## config.mk

```make
export PLATFORM = sky130hd
export DESIGN_NAME = ddrx_mrs_sequencer_flat
export DESIGN_NICKNAME = d
export VERILOG_FILES = /design/src/rtl/ddrx_pkg.sv /design/src/rtl/ddrx_mrs_sequencer_if.sv /design/src/rtl/ddrx_wait_timer.sv /design/src/rtl/ddrx_mrs_sequencer.sv /design/src/flat_wrapper.sv
export SDC_FILE = /design/constraint.sdc
export NUM_CORES = 1
export LEC_CHECK = 0
export ABC_AREA = 1
export ABC_CLOCK_PERIOD_IN_PS = 6690
export BUFFER_PORTS_ARGS = -buffer_cell sky130_fd_sc_hd__buf_2
export CORE_ASPECT_RATIO = 1.4
export CORE_UTILIZATION = 40
export DETAILED_ROUTE_END_ITERATION = 12
export PLACE_DENSITY_LB_ADDON = 0.08
export RECOVER_POWER = 50
export SETUP_SLACK_MARGIN = 0.2
export SYNTH_ARGS = -nofsm -noshare
export SYNTH_HDL_FRONTEND = slang
export SYNTH_HIERARCHICAL = 1
export SYNTH_SLANG_ARGS = --single-unit
```

## constraint.sdc

```tcl
create_clock -name clk_i -period 6.69 [get_ports clk_i]
set_clock_uncertainty 0.15 [all_clocks]
set_input_delay 1.0035 -clock clk_i [delete_from_list [all_inputs] [get_ports clk_i]]
set_output_delay 1.0035 -clock clk_i [all_outputs]
set_load 0.02 [all_outputs]
```

## src/rtl/ddrx_pkg.sv

```systemverilog
// Shared DDR command-path types: command encoding struct, fixed encodings and
// mode-register value field helpers.
package ddrx_pkg;

  typedef struct packed {
    logic cs_n;
    logic ras_n;
    logic cas_n;
    logic we_n;
  } cmd_t;

  typedef logic [18:0] msr_t;

  localparam cmd_t CMD_MRS   = '{cs_n: 1'b0, ras_n: 1'b0, cas_n: 1'b0, we_n: 1'b0};
  localparam cmd_t CMD_ZQCL  = '{cs_n: 1'b0, ras_n: 1'b1, cas_n: 1'b1, we_n: 1'b0};
  localparam cmd_t CMD_DESEL = '{cs_n: 1'b1, ras_n: 1'b1, cas_n: 1'b1, we_n: 1'b1};

  // A10 selects the long (ZQCL) calibration.
  localparam logic [15:0] ZQCL_ADDR = 16'h0400;

  localparam int unsigned MSR_BA_HI   = 18;
  localparam int unsigned MSR_BA_LO   = 16;
  localparam int unsigned MSR_ADDR_HI = 15;
  localparam int unsigned MSR_ADDR_LO = 0;

  function automatic logic [2:0] msr_ba(input msr_t msr);
    return msr[MSR_BA_HI:MSR_BA_LO];
  endfunction

  function automatic logic [15:0] msr_addr(input msr_t msr);
    return msr[MSR_ADDR_HI:MSR_ADDR_LO];
  endfunction

  // Issue order is MR2, MR3, MR1, MR0: map step index to register number.
  function automatic logic [1:0] mr_sel(input logic [2:0] idx);
    case (idx)
      3'd0:    return 2'd2;
      3'd1:    return 2'd3;
      3'd2:    return 2'd1;
      default: return 2'd0;
    endcase
  endfunction

  function automatic int unsigned max3(input int unsigned a, input int unsigned b,
                                       input int unsigned c);
    int unsigned m;
    m = (a > b) ? a : b;
    return (m > c) ? m : c;
  endfunction

endpackage

```

## src/rtl/ddrx_mrs_sequencer_if.sv

```systemverilog
// Configuration values in, mode-register command stream out, between the config
// register block / command arbiter and the MRS sequencer.
interface ddrx_mrs_sequencer_if;

  logic [18:0] msr0;
  logic [18:0] msr1;
  logic [18:0] msr2;
  logic [18:0] msr3;

  logic        cmd_valid;
  logic        cmd_ready;
  logic        cmd_cs_n;
  logic        cmd_ras_n;
  logic        cmd_cas_n;
  logic        cmd_we_n;
  logic [2:0]  cmd_ba;
  logic [15:0] cmd_addr;

  modport slave (
    input  msr0, msr1, msr2, msr3, cmd_ready,
    output cmd_valid, cmd_cs_n, cmd_ras_n, cmd_cas_n, cmd_we_n, cmd_ba, cmd_addr
  );

  modport master (
    output msr0, msr1, msr2, msr3, cmd_ready,
    input  cmd_valid, cmd_cs_n, cmd_ras_n, cmd_cas_n, cmd_we_n, cmd_ba, cmd_addr
  );

endinterface

```

## src/rtl/ddrx_wait_timer.sv

```systemverilog
// Loadable down-counter that stops at zero; zero_o flags an expired interval.
module ddrx_wait_timer #(
  parameter int unsigned Width = 4
) (
  input  logic             clk_i,
  input  logic             rst_i,
  input  logic             load_i,
  input  logic [Width-1:0] value_i,
  output logic             zero_o
);

  logic [Width-1:0] cnt_q;

  always_ff @(posedge clk_i) begin
    if (rst_i) begin
      cnt_q <= '0;
    end else if (load_i) begin
      cnt_q <= value_i;
    end else if (cnt_q != '0) begin
      cnt_q <= cnt_q - Width'(1);
    end
  end

  assign zero_o = (cnt_q == '0);

endmodule

```

## src/rtl/ddrx_mrs_sequencer.sv

```systemverilog
// Issues MR2, MR3, MR1, MR0 (and optionally ZQCL) from a snapshot of the mode
// register values, spacing commands by tMRD / tMOD / tZQinit.
module ddrx_mrs_sequencer
  import ddrx_pkg::*;
#(
  parameter int unsigned TMRD    = 4,
  parameter int unsigned TMOD    = 12,
  parameter int unsigned TZQINIT = 512,
  parameter bit          ZQ_EN   = 1'b1
) (
  input  logic                   clk_i,
  input  logic                   rst_i,
  input  logic                   start_i,
  ddrx_mrs_sequencer_if.slave    cfg_if,
  output logic                   busy_o,
  output logic                   done_o
);

  localparam int unsigned CntW = $clog2(max3(TMRD, TMOD, TZQINIT) + 1);

  if (TMRD == 0 || TMOD == 0 || TZQINIT == 0) begin : g_bad_timing
    $error("ddrx_mrs_sequencer: timing parameters must be non-zero");
  end

  typedef enum logic [1:0] {StIdle, StIssue, StWait, StDone} state_e;

  state_e          state_q;
  logic [2:0]      idx_q;
  msr_t            snap_q [4];
  logic            cmd_valid_q;
  cmd_t            cmd_q;
  logic [2:0]      ba_q;
  logic [15:0]     addr_q;
  logic            busy_q;
  logic            done_q;

  logic            accept;
  logic [CntW-1:0] dly;
  logic            last_step;
  logic            step_go;
  logic            tmr_load;
  logic [CntW-1:0] tmr_value;
  logic            tmr_zero;
  logic [2:0]      nxt_idx;
  logic            nxt_zq;
  msr_t            nxt_msr;

  always_comb begin
    accept    = (state_q == StIssue) && cmd_valid_q && cfg_if.cmd_ready;
    dly       = CntW'(TZQINIT);
    if (idx_q < 3'd3) begin
      dly = CntW'(TMRD);
    end else if (idx_q == 3'd3) begin
      dly = CntW'(TMOD);
    end
    last_step = (idx_q == 3'd4) || ((idx_q == 3'd3) && !ZQ_EN);
    // The command cycle counts as the first of the interval, so a delay of 1
    // re-issues straight away and longer delays park in StWait for dly-1 cycles.
    step_go   = (accept && (dly == CntW'(1))) || ((state_q == StWait) && tmr_zero);
    tmr_load  = accept && (dly != CntW'(1));
    tmr_value = dly - CntW'(2);
    nxt_idx   = idx_q + 3'd1;
    nxt_zq    = (nxt_idx == 3'd4);
    nxt_msr   = snap_q[mr_sel(nxt_idx)];
  end

  ddrx_wait_timer #(
    .Width (CntW)
  ) u_timer (
    .clk_i   (clk_i),
    .rst_i   (rst_i),
    .load_i  (tmr_load),
    .value_i (tmr_value),
    .zero_o  (tmr_zero)
  );

  always_ff @(posedge clk_i) begin
    if (rst_i) begin
      state_q     <= StIdle;
      idx_q       <= '0;
      cmd_valid_q <= 1'b0;
      cmd_q       <= CMD_DESEL;
      ba_q        <= '0;
      addr_q      <= '0;
      busy_q      <= 1'b0;
      done_q      <= 1'b0;
      for (int i = 0; i < 4; i++) begin
        snap_q[i] <= '0;
      end
    end else begin
      unique case (state_q)
        StIdle: begin
          if (start_i) begin
            snap_q[0]   <= cfg_if.msr0;
            snap_q[1]   <= cfg_if.msr1;
            snap_q[2]   <= cfg_if.msr2;
            snap_q[3]   <= cfg_if.msr3;
            state_q     <= StIssue;
            idx_q       <= '0;
            cmd_valid_q <= 1'b1;
            cmd_q       <= CMD_MRS;
            ba_q        <= msr_ba(cfg_if.msr2);
            addr_q      <= msr_addr(cfg_if.msr2);
            busy_q      <= 1'b1;
            done_q      <= 1'b0;
          end
        end
        StIssue: begin
          if (accept && !step_go) begin
            state_q     <= StWait;
            cmd_valid_q <= 1'b0;
            cmd_q       <= CMD_DESEL;
            ba_q        <= '0;
            addr_q      <= '0;
          end
        end
        StWait: begin
        end
        StDone: begin
          state_q <= StIdle;
        end
        default: begin
          state_q <= StIdle;
        end
      endcase

      if (step_go) begin
        if (last_step) begin
          state_q     <= StDone;
          cmd_valid_q <= 1'b0;
          cmd_q       <= CMD_DESEL;
          ba_q        <= '0;
          addr_q      <= '0;
          busy_q      <= 1'b0;
          done_q      <= 1'b1;
        end else begin
          state_q     <= StIssue;
          idx_q       <= nxt_idx;
          cmd_valid_q <= 1'b1;
          cmd_q       <= nxt_zq ? CMD_ZQCL : CMD_MRS;
          ba_q        <= nxt_zq ? 3'd0 : msr_ba(nxt_msr);
          addr_q      <= nxt_zq ? ZQCL_ADDR : msr_addr(nxt_msr);
        end
      end
    end
  end

  assign cfg_if.cmd_valid = cmd_valid_q;
  assign cfg_if.cmd_cs_n  = cmd_q.cs_n;
  assign cfg_if.cmd_ras_n = cmd_q.ras_n;
  assign cfg_if.cmd_cas_n = cmd_q.cas_n;
  assign cfg_if.cmd_we_n  = cmd_q.we_n;
  assign cfg_if.cmd_ba    = ba_q;
  assign cfg_if.cmd_addr  = addr_q;
  assign busy_o           = busy_q;
  assign done_o           = done_q;

endmodule

```

## src/flat_wrapper.sv

```systemverilog
// flat-port wrapper written by rule: the top's interface ports become plain ports
module ddrx_mrs_sequencer_flat import ddrx_pkg::*;
#(
  parameter int unsigned TMRD    = 4,
  parameter int unsigned TMOD    = 12,
  parameter int unsigned TZQINIT = 512,
  parameter bit          ZQ_EN   = 1'b1
)
  (clk_i, rst_i, start_i, busy_o, done_o, cfg_if_msr0, cfg_if_msr1, cfg_if_msr2, cfg_if_msr3, cfg_if_cmd_ready, cfg_if_cmd_valid, cfg_if_cmd_cs_n, cfg_if_cmd_ras_n, cfg_if_cmd_cas_n, cfg_if_cmd_we_n, cfg_if_cmd_ba, cfg_if_cmd_addr);
  ddrx_mrs_sequencer_if cfg_if_i ();
  input  logic clk_i;
  input  logic rst_i;
  input  logic start_i;
  output logic busy_o;
  output logic done_o;
  input wire logic [$bits(cfg_if_i.msr0)-1:0] cfg_if_msr0;
  input wire logic [$bits(cfg_if_i.msr1)-1:0] cfg_if_msr1;
  input wire logic [$bits(cfg_if_i.msr2)-1:0] cfg_if_msr2;
  input wire logic [$bits(cfg_if_i.msr3)-1:0] cfg_if_msr3;
  input wire logic [$bits(cfg_if_i.cmd_ready)-1:0] cfg_if_cmd_ready;
  output wire logic [$bits(cfg_if_i.cmd_valid)-1:0] cfg_if_cmd_valid;
  output wire logic [$bits(cfg_if_i.cmd_cs_n)-1:0] cfg_if_cmd_cs_n;
  output wire logic [$bits(cfg_if_i.cmd_ras_n)-1:0] cfg_if_cmd_ras_n;
  output wire logic [$bits(cfg_if_i.cmd_cas_n)-1:0] cfg_if_cmd_cas_n;
  output wire logic [$bits(cfg_if_i.cmd_we_n)-1:0] cfg_if_cmd_we_n;
  output wire logic [$bits(cfg_if_i.cmd_ba)-1:0] cfg_if_cmd_ba;
  output wire logic [$bits(cfg_if_i.cmd_addr)-1:0] cfg_if_cmd_addr;
  assign cfg_if_i.msr0 = cfg_if_msr0;
  assign cfg_if_i.msr1 = cfg_if_msr1;
  assign cfg_if_i.msr2 = cfg_if_msr2;
  assign cfg_if_i.msr3 = cfg_if_msr3;
  assign cfg_if_i.cmd_ready = cfg_if_cmd_ready;
  assign cfg_if_cmd_valid = cfg_if_i.cmd_valid;
  assign cfg_if_cmd_cs_n = cfg_if_i.cmd_cs_n;
  assign cfg_if_cmd_ras_n = cfg_if_i.cmd_ras_n;
  assign cfg_if_cmd_cas_n = cfg_if_i.cmd_cas_n;
  assign cfg_if_cmd_we_n = cfg_if_i.cmd_we_n;
  assign cfg_if_cmd_ba = cfg_if_i.cmd_ba;
  assign cfg_if_cmd_addr = cfg_if_i.cmd_addr;
  ddrx_mrs_sequencer #(.TMRD(TMRD), .TMOD(TMOD), .TZQINIT(TZQINIT), .ZQ_EN(ZQ_EN)) u_core (.clk_i(clk_i), .rst_i(rst_i), .start_i(start_i), .cfg_if(cfg_if_i), .busy_o(busy_o), .done_o(done_o));
endmodule
```

==> metrics.cfg, run 1 <==
[placement]
placed_cells=1110
place.detailed.hpwl_microns=9462
io_buffers=105
gp_congestion=0.8027

[floorplanning]
chipHeight_microns=149.7
coreArea_sq_um=15120
initial_core_util_pct=41.20
ios=106
die-area_sq_um=16080
rows=53
die_w_microns=107.5

[clocking]
root_buffer=clkbuf_16
holdBufCountCts=0
htreeDepth=4
cts-buffers-inserted=17
clk_latency_ns=0.41
postCtsSetupBuffers=0
cts_buffer_depth=2
clk_pin_slew_ns=0.06
clock-sinks=115
post_cts_resized=0
cts_tree=done

[worst_setup_path]
required_ns=6.63
slowest_delay_ns=1.15
critical_path_class=in -> reg
worst-path-buf-inv=3
arrival_ns=4.32
cp_slowest_cell=clkbuf_2
path_cells=clkbuf_1, clkinv_1, nand2_2, clkbuf_2, nor2_1
endpoint_kind=flop
crit_fanout=76
start_kind=primary input
cp_top_family=buffers and inverters

[min_path]
holdCritPathClass=reg -> reg

[finish]
diodes=0
finalNetCount=1028
layout_commonest_cell=inv_1
syn_to_final_growth_pct=19.06
fillCellCount=1585
drive_above_1_share_pct=13.58
instances_no_fill=1142
mostFrequentLayoutCells=199 x inv_1, 194 x nand2_1, 148 x nor2_1

[detailed_routing]
wire_per_inst_microns=12.11
firstDrtPassIters=4
viasPerCell=4.390
ant_nets=0
vias=5013
drc=0
wl_microns=13830
drt_iter0_drc=260

[sta]
relSlewSlack_pct=-8.044
whs_ns=0.3275
setup_viol=0
period_share_pct=65.49
slew_violations=77
min_period_ns=4.381
hold_viol_final=0
max_freq_ghz=0.2282
rsz0062_at_grt=no
tightest_slew_ns=1.621
finalSetupTns_ns=0

[run_status]
status=finished with violations
violations=capacitance limit, slew limit

[synthesis]
seq_area_frac_synth_pct=49.17
syn_avg_cell_area_sq_um=7.390
syn_area_sq_um=6230
ys_types=28
syn-instance-count=843
yosysWarningCount=6
synth.ff_latch_count=115

[global_routing]
grt_pass1_wl_microns=22180
grt_pass1_vias=4576
track_usage_pct=18.05
grt_max_degree=77
overflow=0
antenna_found_initial=0

[pwr]
p_per_area_nw_per_um2=429.0
ir_worst_vdd_mv=0.2961
leakagePower_nw=3.868

[flow_run]
maxCapViolCount=1

==> kinds of logic (layout without fill, tap and decap cells) <==
group	count (synthesis)	count (layout)	synth area share, %
DFF	115	115	49.17
other	2	3	0.1206
and+or+nand+nor	439	439	30.01
AOI/OAI and AO/OA	41	41	3.414
adders and majority gates	11	11	2.209
buffers and inverters	235	341	15.08
==> Yosys cell counts, drive strengths merged <==
master / n / share of area [%]
a211oi: 2 / 0.24
a21oi: 28 / 2.2
buf: 22 / 2.2
clkbuf: 10 / 0.60
clkinv: 1 / 0.060
conb: 2 / 0.12
dfxtp: 39 / 13
edfxtp: 76 / 37
ha: 11 / 2.2
inv: 202 / 12
nand2: 202 / 12
nand3: 58 / 4.9
nand3b: 18 / 2.2
nand4: 4 / 0.40
nor2: 154 / 9.8
nor3: 1 / 0.080
o21ai: 10 / 0.80
o21bai: 1 / 0.12
or2: 2 / 0.20
==> through the flow <==
stage	instance area [sq um]	worst slack, ns	power (W)	util (%)
floorplan	6233	3.301	0.001986	-
global placement	6839	3.123	0.002246	45.23
detailed placement	6839	3.056	0.002253	45.23
CTS	7468	3.045	0.003237	49.40
global route	7417	1.968	0.003422	49.06
finish	7417	2.309	0.003182	49.06
==> worst min-delay path: stages, from the launching register on <==
cell	delay, ns
dfxtp_1	0.33
nand2_1	0.07
nand2_1	0.04
==> flip-flops by register name, indices dropped and copies added, names as in the netlist <==
| name | count |
|---|---|
| u_core/cfg_if.cmd_ba | 3 |
| u_core/cfg_if.cmd_ras_n | 1 |
| u_core/cfg_if.cmd_valid | 1 |
| u_core/snap_q | 76 |
| u_core/cfg_if.cmd_cs_n | 1 |
| u_core/idx_q | 3 |
| u_core/state_q | 2 |
| u_core/busy_o | 1 |
| u_core/u_timer/cnt_q | 10 |
| u_core/done_o | 1 |
| u_core/cfg_if.cmd_addr | 16 |
==> power breakdown <==
part	internal [W]	leakage (nW)	total (W)	switching [W]
logic	0.000349	2.43	0.00113	0.000780
clock network	0.000628	0.300	0.000974	0.000345
registers	0.000988	1.14	0.00108	0.0000910
==> routing by layer <==
| metal | vias up | track usage, % | wire length [microns] |
|---|---|---|---|
| met5 | - | 0 | 0 |
| met1 | 2190 | 22.64 | 6433 |
| met2 | 91 | 30.77 | 6693 |
| met4 | 0 | 6.027 | 205 |
| li1 | 2715 | - | - |
| met3 | 17 | 3.702 | 494 |
==> final cells by class <==
| cell class | count | area, sq um | share of cell area (%) |
|---|---|---|---|
| Clock buffer | 18 | 429.2 | 5.786 |
| Timing Repair Buffer | 106 | 496.7 | 6.697 |
| Tap cell | 192 | 240.2 | 3.239 |
| Clock inverter | 14 | 200.2 | 2.699 |
| Sequential cell | 115 | 3063 | 41.30 |
| Inverter | 203 | 762.0 | 10.27 |
| Multi-Input combinational cell | 494 | 2226 | 30.01 |
==> path summary, 6_finish.rpt <==
check	slack, ns	end	startpoint	depth (start not counted)
min	0.33	u_core/cfg_if.cmd_cs_n$_SDFFE_PP1P_	u_core/cfg_if.cmd_cs_n$_SDFFE_PP1P_	2
min reg2reg	0.33	u_core/cfg_if.cmd_cs_n$_SDFFE_PP1P_	u_core/cfg_if.cmd_cs_n$_SDFFE_PP1P_	2
max reg2reg	3.11	u_core/cfg_if.cmd_valid$_SDFFE_PP0P_	u_core/u_timer/cnt_q[0]$_SDFFE_PP0P_	13
max	2.31	u_core/snap_q[3][0]$_SDFFCE_PN0P_	rst_i	5
No activity file was read; power rests on OpenSTA's default activity.
==> inputs of run 2 (changes only) <==
--- a/config.mk
+++ b/config.mk
@@ -5,8 +5,8 @@
 export SDC_FILE = /design/constraint.sdc
 export NUM_CORES = 1
 export LEC_CHECK = 0
-export ABC_AREA = 1
-export ABC_CLOCK_PERIOD_IN_PS = 6690
+export ABC_AREA = 0
+export ABC_CLOCK_PERIOD_IN_PS = 4250
 export BUFFER_PORTS_ARGS = -buffer_cell sky130_fd_sc_hd__buf_2
 export CORE_ASPECT_RATIO = 1.4
 export CORE_UTILIZATION = 40
==> constraint.sdc (replaced) <==
create_clock -name clk_i -period 4.25 [get_ports clk_i]
set_clock_uncertainty 0.15 [all_clocks]
set_input_delay 0.6375 -clock clk_i [delete_from_list [all_inputs] [get_ports clk_i]]
set_output_delay 0.6375 -clock clk_i [all_outputs]
set_load 0.02 [all_outputs]
==> metrics.cfg, run 2 <==
[run_status]
status=finished with violations  ; unchanged
violations=capacitance limit, slew limit  ; unchanged

[finish]
largest_reg_flops=76  ; unchanged
syn_to_final_growth_pct=19.56  ; was 19.06%
drive_above_1_share_pct=27.52  ; was 13.58%
largest-register=u_core/snap_q  ; unchanged
finalNetCount=674  ; was 1028
fin_area_sq_um=6859  ; was 7417 sq um
mostFrequentLayoutCells=79 x buf_2, 76 x edfxtp_1, 56 x and2_1  ; was 199 x inv_1, 194 x nand2_1, 148 x nor2_1
diodes=0  ; unchanged
fillCellCount=1313  ; was 1585
layout_commonest_cell=buf_2  ; was inv_1

[worst_setup_path]
r2r_end=u_core/cfg_if.cmd_ras_n$_SDFFE_PP1P_  ; was u_core/cfg_if.cmd_valid$_SDFFE_PP0P_
path_cells=inv_1, ha_1, or4b_1, nor3_4, nand2_1, a21o_2, and2_1, a211o_1  ; was clkbuf_1, clkinv_1, nand2_2, clkbuf_2, nor2_1
required_ns=4.39  ; was 6.63 ns
endpoint_kind=flop  ; unchanged
r2r_cells=8  ; was 13
reg2reg_slack_ns=0.69  ; was 3.11 ns
cp_slowest_cell=or4b_1  ; was clkbuf_2
start_kind=flop  ; was primary input
slowest_delay_ns=0.61  ; was 1.15 ns
crit_fanout=26  ; was 76
regToRegStartpoint=u_core/u_timer/cnt_q[0]$_SDFFE_PP0P_  ; unchanged
critical_path_class=reg -> reg  ; was in -> reg
arrival_ns=3.69  ; was 4.32 ns

[min_path]
holdCritPathClass=in -> reg  ; was reg -> reg
min_to=u_core/snap_q[1][0]$_SDFFCE_PN0P_  ; was u_core/cfg_if.cmd_cs_n$_SDFFE_PP1P_
min_path_cells=2  ; unchanged
hp-start=cfg_if_msr1[0]  ; was u_core/cfg_if.cmd_cs_n$_SDFFE_PP1P_

[sta]
finalSetupTns_ns=0  ; unchanged
max_freq_ghz=0.2812
setup_viol=0  ; unchanged
slew_violations=77  ; unchanged
min_period_ns=3.556
tightest_slew_ns=1.915  ; was 1.621 ns
rsz0062_at_grt=no  ; unchanged
hold_viol_final=0  ; unchanged
relSlewSlack_pct=-27.64  ; was -8.044%
period_share_pct=83.68

[global_routing]
grt_max_degree=77  ; unchanged
grt_pass1_vias=4058  ; was 4576
grt_pass1_wl_microns=20390  ; was 22180 microns
track_usage_pct=18.63  ; was 18.05%
met3_usage_pct=4.621  ; was 3.702%
busiest_layer=met2  ; unchanged
overflow=0  ; unchanged
antenna_found_initial=0  ; unchanged
met1_usage_pct=21.50  ; was 22.64%
grt_use_met2_pct=33.61  ; was 30.77%

[pwr]
total_power_w=0.004180  ; was 0.003182 W
internal_power_w=0.002772  ; was 0.001965 W
p_clk_share_pct=30.1  ; was 30.6%
seq_power_share_pct=40.3  ; was 33.9%
swShare_pct=33.68  ; was 38.24%
pwr-share-comb_pct=29.6  ; was 35.5%
ir_worst_vdd_mv=0.2836  ; was 0.2961 mV
switchingPower_w=0.001408  ; was 0.001217 W
p_per_area_nw_per_um2=609.4  ; was 429.0 nW/um^2
leakagePower_nw=2.620  ; was 3.868 nW

[flow_run]
maxCapViolCount=1  ; unchanged

[synthesis]
synth_common_cells=78 x and2_1, 76 x edfxtp_1, 39 x dfxtp_1  ; was 198 x inv_1, 195 x nand2_1, 148 x nor2_1
synth-edff-count=76  ; unchanged
yosys.area.top_type=edfxtp_1  ; unchanged
yosysMostFrequentCell=and2_1  ; was inv_1
syn_avg_cell_area_sq_um=11.80  ; was 7.390 sq um
yosysWarningCount=6  ; unchanged
netlist_top_cells_area=edfxtp_1 40%, dfxtp_1 14%, and2_1 8.5%  ; was edfxtp_1 37%, dfxtp_1 13%, inv_1 12%
synth_top_area_share_pct=39.78  ; was 36.63%
synth.ff_latch_count=115  ; unchanged
syn_area_sq_um=5737  ; was 6230 sq um
ys_types=63  ; was 28
synthFlopType=edfxtp_1  ; unchanged
seq_area_frac_synth_pct=53.39  ; was 49.17%
synthArstFlopShare_pct=0  ; unchanged
syn-instance-count=486  ; was 843

[clocking]
clock-sinks=115  ; unchanged
cts_buffer_depth=2  ; unchanged
post_cts_resized=0  ; unchanged
cts-buffers-inserted=17  ; unchanged
holdBufCountCts=0  ; unchanged
clk_pin_slew_ns=0.06  ; about the same
postCtsSetupBuffers=0  ; unchanged
root_buffer=clkbuf_16  ; unchanged
htreeDepth=4  ; unchanged
cts_tree=done  ; unchanged
clk_latency_ns=0.41  ; about the same

[floorplanning]
rows=51  ; was 53
chipHeight_microns=143.7  ; was 149.7 microns
initial_core_util_pct=41.05  ; was 41.20%
coreArea_sq_um=13970  ; was 15120 sq um
die-area_sq_um=14830  ; was 16080 sq um
die_w_microns=103.2  ; was 107.5 microns
ios=106  ; unchanged

[placement]
io_buffers=105  ; unchanged
place.detailed.hpwl_microns=8837  ; was 9462 microns
gp_congestion=0.7287  ; was 0.8027
placed_area_sq_um=6362  ; was 6839 sq um

[detailed_routing]
vias=4039  ; was 5013
wire_per_inst_microns=16.71  ; was 12.11 microns
wl_microns=13050  ; was 13830 microns
drt_iter0_drc=137  ; was 260
drc=0  ; unchanged
firstDrtPassIters=7  ; was 4
ant_nets=0  ; unchanged
viasPerCell=5.172  ; was 4.390

[run 2: logic make-up after synthesis]
family / count (synthesis) / synth area share (%)
and+or+nand+nor: 165 / 17.03
AOI/OAI and AO/OA: 122 / 17.84
DFF: 115 / 53.39
buffers and inverters: 49 / 4.449
muxes: 19 / 4.297
adders and majority gates: 11 / 2.399
xor gates and xnor gates: 3 / 0.4581
other: 2 / 0.1309
[run 2: worst max-delay path: cells and delay by family, from the launching register on]
family / cells / cell delay, ns
AND/OR/NAND/NOR: 4 / 1.81
AO/OA/AOI/OAI: 2 / 0.85
flip-flops: 1 / 0.32
adder cells (fa/ha/maj): 1 / 0.21
buffers and inverters: 1 / 0.08
[run 2: power groups by stage]
| stage | sequential (W) | clock [W] | combinational, W |
|---|---|---|---|
| finish | 0.00168 | 0.00126 | 0.00124 |
| global route | 0.00171 | 0.00134 | 0.00136 |
| CTS | 0.00168 | 0.00129 | 0.00127 |
| detailed placement | 0.00170 | 0 | 0.00127 |
| global placement | 0.00169 | 0 | 0.00125 |
| floorplan | 0.00174 | 0 | 0.000899 |
[run 2: layout make-up]
| type | instances | area, sq um | share of cell area, % |
|---|---|---|---|
| Multi-Input combinational cell | 323 | 2429 | 35.41 |
| Clock buffer | 17 | 425.4 | 6.202 |
| Clock inverter | 15 | 112.6 | 1.642 |
| Timing Repair Buffer | 112 | 545.5 | 7.953 |
| Inverter | 14 | 52.55 | 0.7661 |
| Sequential cell | 115 | 3063 | 44.66 |
| Tap cell | 185 | 231.5 | 3.375 |
[run 2: worst max-delay path by stage]
stage | start | to | slack, ns
floorplan | rst_i | u_core/snap_q[0][0]$_SDFFCE_PN0P_ | 0.84
finish | u_core/u_timer/cnt_q[0]$_SDFFE_PP0P_ | u_core/cfg_if.cmd_ras_n$_SDFFE_PP1P_ | 0.69
detailed placement | u_core/u_timer/cnt_q[0]$_SDFFE_PP0P_ | u_core/cfg_if.cmd_ras_n$_SDFFE_PP1P_ | 0.83
global route | u_core/u_timer/cnt_q[0]$_SDFFE_PP0P_ | u_core/cfg_if.cmd_ras_n$_SDFFE_PP1P_ | 0.48
CTS | u_core/u_timer/cnt_q[0]$_SDFFE_PP0P_ | u_core/cfg_if.cmd_ras_n$_SDFFE_PP1P_ | 0.81
global placement | u_core/u_timer/cnt_q[0]$_SDFFE_PP0P_ | u_core/cfg_if.cmd_ras_n$_SDFFE_PP1P_ | 0.91
[run 2: metrics by stage]
| stage | setup slack [ns] | hold WS [ns] | util, % | std cells |
|---|---|---|---|---|
| after global placement | 0.9075 | 0.3269 | 45.53 | 749 |
| after CTS | 0.8114 | 0.3372 | 49.38 | 781 |
| after global routing | 0.4761 | 0.3422 | 49.08 | 781 |
| final | 0.6937 | 0.3509 | 49.08 | 781 |
| after floorplan | 0.8422 | 0.3307 | - | 487 |
| after detailed placement | 0.8290 | 0.3502 | 45.53 | 749 |
[run 2: per-layer routing]
layer  vias up  part of all wire [%]
li1       1989                     -
met5         -                     0
met1      1960                    42
met3         7                   3.4
met2        83                    54
met4         0                  0.84
